$ cat src/rtl/alu_pkg.sv
// Shared ALU definitions: MIPS shift funct codes, the decoded-shift control
// struct, and the decode function used by the execute stage.
package alu_pkg;

  localparam int N  = 32;
  localparam int SW = $clog2(N);

  localparam logic [5:0] F_SLL  = 6'b000000;
  localparam logic [5:0] F_SRL  = 6'b000010;
  localparam logic [5:0] F_SRA  = 6'b000011;
  localparam logic [5:0] F_SLLV = 6'b000100;
  localparam logic [5:0] F_SRLV = 6'b000110;
  localparam logic [5:0] F_SRAV = 6'b000111;

  typedef struct packed {
    logic          left;
    logic          logical;
    logic [SW-1:0] amount;
    logic          illegal;
  } shift_dec_t;

  // Immediate shifts take the amount from shamt; variable shifts from the low
  // SW bits of rs (upper bits are architecturally ignored).
  function automatic shift_dec_t decode_shift(input logic [5:0]    funct,
                                              input logic [4:0]    shamt_field,
                                              input logic [SW-1:0] rs_amt);
    shift_dec_t d;
    d.left    = 1'b0;
    d.logical = 1'b1;
    d.amount  = shamt_field[SW-1:0];
    d.illegal = 1'b0;
    case (funct)
      F_SLL:  d.left = 1'b1;
      F_SRL:  ;
      F_SRA:  d.logical = 1'b0;
      F_SLLV: begin d.left = 1'b1; d.amount = rs_amt; end
      F_SRLV: d.amount = rs_amt;
      F_SRAV: begin d.logical = 1'b0; d.amount = rs_amt; end
      default: d.illegal = 1'b1;
    endcase
    return d;
  endfunction

endpackage

$ cat src/rtl/shifter.sv
// Combinational barrel shifter.
//   in      : value to shift
//   amount  : shift distance
//   left    : 1 = shift left, 0 = shift right
//   logical : for right shifts, 1 = zero fill, 0 = sign fill
//   out     : shifted value
module shifter #(
  parameter int N  = 32,
  parameter int SW = $clog2(N)
) (
  input  logic [N-1:0]  in,
  input  logic [SW-1:0] amount,
  input  logic          left,
  input  logic          logical,
  output logic [N-1:0]  out
);

  logic signed [N-1:0] in_s;

  always_comb begin
    in_s = in;
    out  = '0;
    if (left)         out = in << amount;
    else if (logical) out = in >> amount;
    else              out = N'(in_s >>> amount);
  end

endmodule

$ cat src/rtl/shift_exec_stage.sv
// Two-stage execute front end for MIPS shift ops with valid/ready flow control.
// D register holds the decoded op; R register holds the shifted result.
//   clk, rst_n            : clock, async active-low reset
//   in_valid/in_ready     : request handshake (in_ready independent of in_valid)
//   funct, shamt_field    : instruction fields
//   rs_val, rt_val, dest  : operands and destination register
//   out_valid/out_ready   : result handshake
//   result, out_dest      : shifted value and its destination
//   illegal               : funct was not a shift (result forced to 0)
module shift_exec_stage
  import alu_pkg::*;
(
  input  logic         clk,
  input  logic         rst_n,
  input  logic         in_valid,
  output logic         in_ready,
  input  logic [5:0]   funct,
  input  logic [4:0]   shamt_field,
  input  logic [N-1:0] rs_val,
  input  logic [N-1:0] rt_val,
  input  logic [4:0]   dest,
  output logic         out_valid,
  input  logic         out_ready,
  output logic [N-1:0] result,
  output logic [4:0]   out_dest,
  output logic         illegal
);

  logic         d_valid, r_valid;
  logic         r_adv, d_adv, accept;
  shift_dec_t   dec, d_ctl;
  logic [N-1:0] d_rt, sh_out;
  logic [4:0]   d_dest;

  assign r_adv    = !r_valid || out_ready;
  assign d_adv    = d_valid && r_adv;
  // D can take a new op when empty or when its current op moves to R.
  assign in_ready = !d_valid || r_adv;
  assign accept   = in_valid && in_ready;

  assign dec = decode_shift(funct, shamt_field, rs_val[SW-1:0]);

  always_ff @(posedge clk or negedge rst_n) begin
    if (!rst_n) begin
      d_valid <= 1'b0;
    end else if (accept) begin
      d_valid <= 1'b1;
    end else if (d_adv) begin
      d_valid <= 1'b0;
    end
  end

  // Data side of D needs no reset; d_valid qualifies it.
  always_ff @(posedge clk) begin
    if (accept) begin
      d_ctl  <= dec;
      d_rt   <= rt_val;
      d_dest <= dest;
    end
  end

  shifter #(.N(N), .SW(SW)) u_shifter (
    .in      (d_rt),
    .amount  (d_ctl.amount),
    .left    (d_ctl.left),
    .logical (d_ctl.logical),
    .out     (sh_out)
  );

  always_ff @(posedge clk or negedge rst_n) begin
    if (!rst_n) begin
      r_valid  <= 1'b0;
      result   <= '0;
      out_dest <= '0;
      illegal  <= 1'b0;
    end else if (r_adv) begin
      r_valid <= d_valid;
      if (d_valid) begin
        result   <= d_ctl.illegal ? '0 : sh_out;
        out_dest <= d_dest;
        illegal  <= d_ctl.illegal;
      end
    end
  end

  assign out_valid = r_valid;

endmodule

$ cat config.mk
export PLATFORM = sky130hd
export DESIGN_NAME = shift_exec_stage
export DESIGN_NICKNAME = d
export VERILOG_FILES = /design/src/rtl/alu_pkg.sv /design/src/rtl/shifter.sv /design/src/rtl/shift_exec_stage.sv
export SDC_FILE = /design/constraint.sdc
export NUM_CORES = 1
export LEC_CHECK = 0
export ABC_AREA = 1
export BUFFER_PORTS_ARGS = -buffer_cell sky130_fd_sc_hd__buf_4
export CAP_MARGIN = 20
export CORE_MARGIN = 2
export CORE_UTILIZATION = 52
export CTS_CLUSTER_SIZE = 8
export DETAILED_ROUTE_END_ITERATION = 16
export GPL_ROUTABILITY_DRIVEN = 0
export GPL_TIMING_DRIVEN = 0
export PLACE_DENSITY = 0.75
export SETUP_SLACK_MARGIN = 0.15
export SYNTH_ARGS = -nofsm -noshare
export SYNTH_HDL_FRONTEND = slang
export SYNTH_HIERARCHICAL = 1
export SYNTH_SLANG_ARGS = --single-unit
export TNS_END_PERCENT = 30
$ cat constraint.sdc
create_clock -name clk -period 3.9 [get_ports clk]
set_input_delay 0.975 -clock clk [delete_from_list [all_inputs] [get_ports clk]]
set_output_delay 0.975 -clock clk [all_outputs]
set_load 0.005 [all_outputs]
==> key figures <==
Status
  – Status: finished clean

Worst setup path
  – CP Capture Point: in_ready
  – Worst r2r src: d_ctl[3]
  – Crit. End Element: output pin
  – Critical path class: in2out
  – CP Data Required Time: 2920 ps
  – Crit path launch type: input port
  – RR Endpoint: result[5]
  – Worst-path maximum fanout: 3
  – Setup crit start: out_ready
  – R2R cell count: 12
  – R2R setup slack: about 1800 ps
  – Worst Path Arrival: 1380 ps

Synthesis
  – Post-synth ARST share: 47.1%
  – Post-Syn Area: 6820 um^2
  – YS warnings: 6
  – #FFs+latches synth: 85
  – Seq/Total Area, Yosys: ~35%
  – Synth unique cells: 37
  – Mean area per synthesized cell: 6.42 um^2
  – Post-synth EDFFs: 45
  – Cells after synthesis: 1062
  – Syn_nets: 1146
  – Main flop type after synthesis: edfxtp_1

Timing
  – Pins over their slew limit: 0
  – Setup_tns: 0 ps
  – Fin crit share: 60.4%
  – Fin crit period: ~2400 ps
  – Slew headroom: 38.2%
  – Fmax: roughly 0.42 GHz
  – Final Hold Vio Count: 0
  – Worst Tran Pin Value: 928 ps
  – RSZ-0062 raised after global routing: no
  – Worst Skew: approximately 5.2 ps
  – Setup violators final: 0

Clocking
  – CTS root buf: clkbuf_16
  – CTS Buffer Depth: 2
  – Hold buffer count at CTS: 0
  – Total setup buffers inserted after CTS: 0
  – CTS tree: built
  – CTS Sinks: 85
  – Worst-Skew Late Latency: 350 ps
  – CTS clk-pin slew, worst paths: 60 ps
  – TritonCTS buffer count: 9
  – CTS H-tree depth: 3
  – Resized Gates After CTS: 0

Route
  – Drt drc: 0
  – Final ANT Viol Nets: 0
  – Wire per inst: roughly 17 um
  – Vias/cell: 5.84
  – 1st-pass router iterations: 6
  – Vias: 7860
  – Total Wirelength: between 20 and 25 mm
  – Initial drt markers: 1305

GRT
  – Vias in the first global route: about 7200
  – Largest net degree at the start of global routing: 46
  – GRT overflow: 0
  – Total GRT Usage: 33.4%
  – Initial antenna violation count: 0
  – First-pass GRT wire length: 36.8 mm

Layout
  – Synth-to-Final Area Change: 18.2%
  – Post-route cell area: 8060 um^2
  – Ant. Diodes: 0
  – Most frequent cells in the layout: nand2_1 (465), nand3_1 (259), buf_4 (99)
  – Most common cell after layout, fill and taps aside: nand2_1
  – Finished Core Util: 63.3%
  – Nets: 1253
  – Share of layout cells above drive strength 1: 16.3%

Die
  – Die X: 118 um
  – Core Area: 12700 um^2
  – DIE AREA: 14000 um^2
  – Initial Util: 53.6%
  – Io pins: ~120
  – Die height: 118 um
  – Row count: 41

Power
  – Leak: 4.11 nW
  – Worst vdd ir: 0.313 mV
  – Power per cell area: 372 nW/um^2

Place
  – DP Area: 7750 um^2
  – # port buffers: between 90 and 100
  – Detailed Place HPWL: 17.8 mm

Job
  – Number of max-cap violations: 0

Worst hold path
  – Hold/Removal Path Class: reg2reg
==> registers in the layout, indices dropped and copies added, names as in the netlist <==
register / cells
d_rt: 32
out_valid: 1
d_ctl: 8
result: 32
d_valid: 1
d_dest: 5
out_dest: 5
illegal: 1
==> metal layers <==
| layer | routed length (um) | vias up | global-route usage [%] |
|---|---|---|---|
| met3 | 3170 | 116 | 10.2 |
| met2 | 9430 | 579 | 47.6 |
| met4 | 1330 | 0 | 17.6 |
| li1 | - | 3723 | - |
| met1 | 9090 | 3442 | 45.3 |
| met5 | 0 | - | 0 |
==> through the flow <==
stage / power, mW / cells / hold WS (ps) / setup slack, ps
after floorplan: 1.73 / 1062 / 418 / 1430
after detailed placement: 2.08 / 1330 / 424 / 1520
after global routing: 3.15 / 1346 / 456 / 1480
after CTS: 2.97 / 1346 / 443 / 1540
final: 3.00 / 1346 / 441 / 1540
after global placement: 2.08 / 1330 / 422 / 984
==> cell usage after synthesis (2+ instances only) <==
cell / number / area [um^2]
a21oi_1: 14 / 70.1
and2_1: 17 / 106
o211ai_1: 11 / 82.6
o21ai_0: 20 / 100
o21bai_1: 5 / 37.5
nor2_2: 5 / 31.3
clkbuf_1: 12 / 45.0
o21ai_2: 2 / 17.5
and2_4: 2 / 17.5
dfrtp_1: 40 / 1000
buf_6: 11 / 124
o2111ai_1: 3 / 26.3
nand3b_1: 3 / 22.5
inv_2: 3 / 11.3
nand2_2: 13 / 81.3
nand3_1: 259 / 1300
o22ai_1: 2 / 12.5
a21oi_2: 2 / 17.5
nor2_1: 25 / 93.8
inv_1: 40 / 150
o21ai_1: 10 / 50.1
buf_4: 3 / 22.5
buf_2: 30 / 150
nand4_1: 2 / 12.5
nand2_1: 465 / 1750
buf_1: 8 / 30.0
edfxtp_1: 45 / 1350
==> kinds of logic (layout without fill, tap and decap cells) <==
| family | after synthesis | after routing | synth area share [%] |
|---|---|---|---|
| simple gates | 796 | 796 | 50.9 |
| flops | 85 | 85 | 34.5 |
| compound gates | 71 | 71 | 6.37 |
| buf+inv | 110 | 222 | 8.26 |
==> final cells by class <==
type	instances	area, um^2
plain buffers	65	387
fillers	1268	4660
flip-flops and latches	85	2350
well taps	172	215
multi-input cells	867	3900
clock buffers	9	225
repair buffers	96	721
inverters	45	176
clock inverters	7	82.6
==> worst min path at each step <==
stage / cells after the start / slack, ps / startpoint / endpoint
after global routing: 2 / 460 / d_dest[4] / out_dest[4]
after CTS: 2 / 440 / d_dest[0] / out_dest[0]
after global placement: 2 / 420 / d_dest[2] / out_dest[2]
after detailed placement: 2 / 420 / d_dest[0] / out_dest[0]
final: 2 / 440 / d_dest[0] / out_dest[0]
after floorplan: 2 / 420 / d_dest[0] / out_dest[0]
==> report_power, final <==
group | switching [mW] | total (mW) | internal [mW]
Combinational | 0.681 | 1.03 | 0.353
Sequential | 0.0440 | 1.08 | 1.04
Clock | 0.376 | 0.882 | 0.507
==> critical path: stages <==
cell and delay, ps:
buf_4 110, inv_2 50, nand3_1 90, buf_4 150
Power figures use the tool's default switching activity.
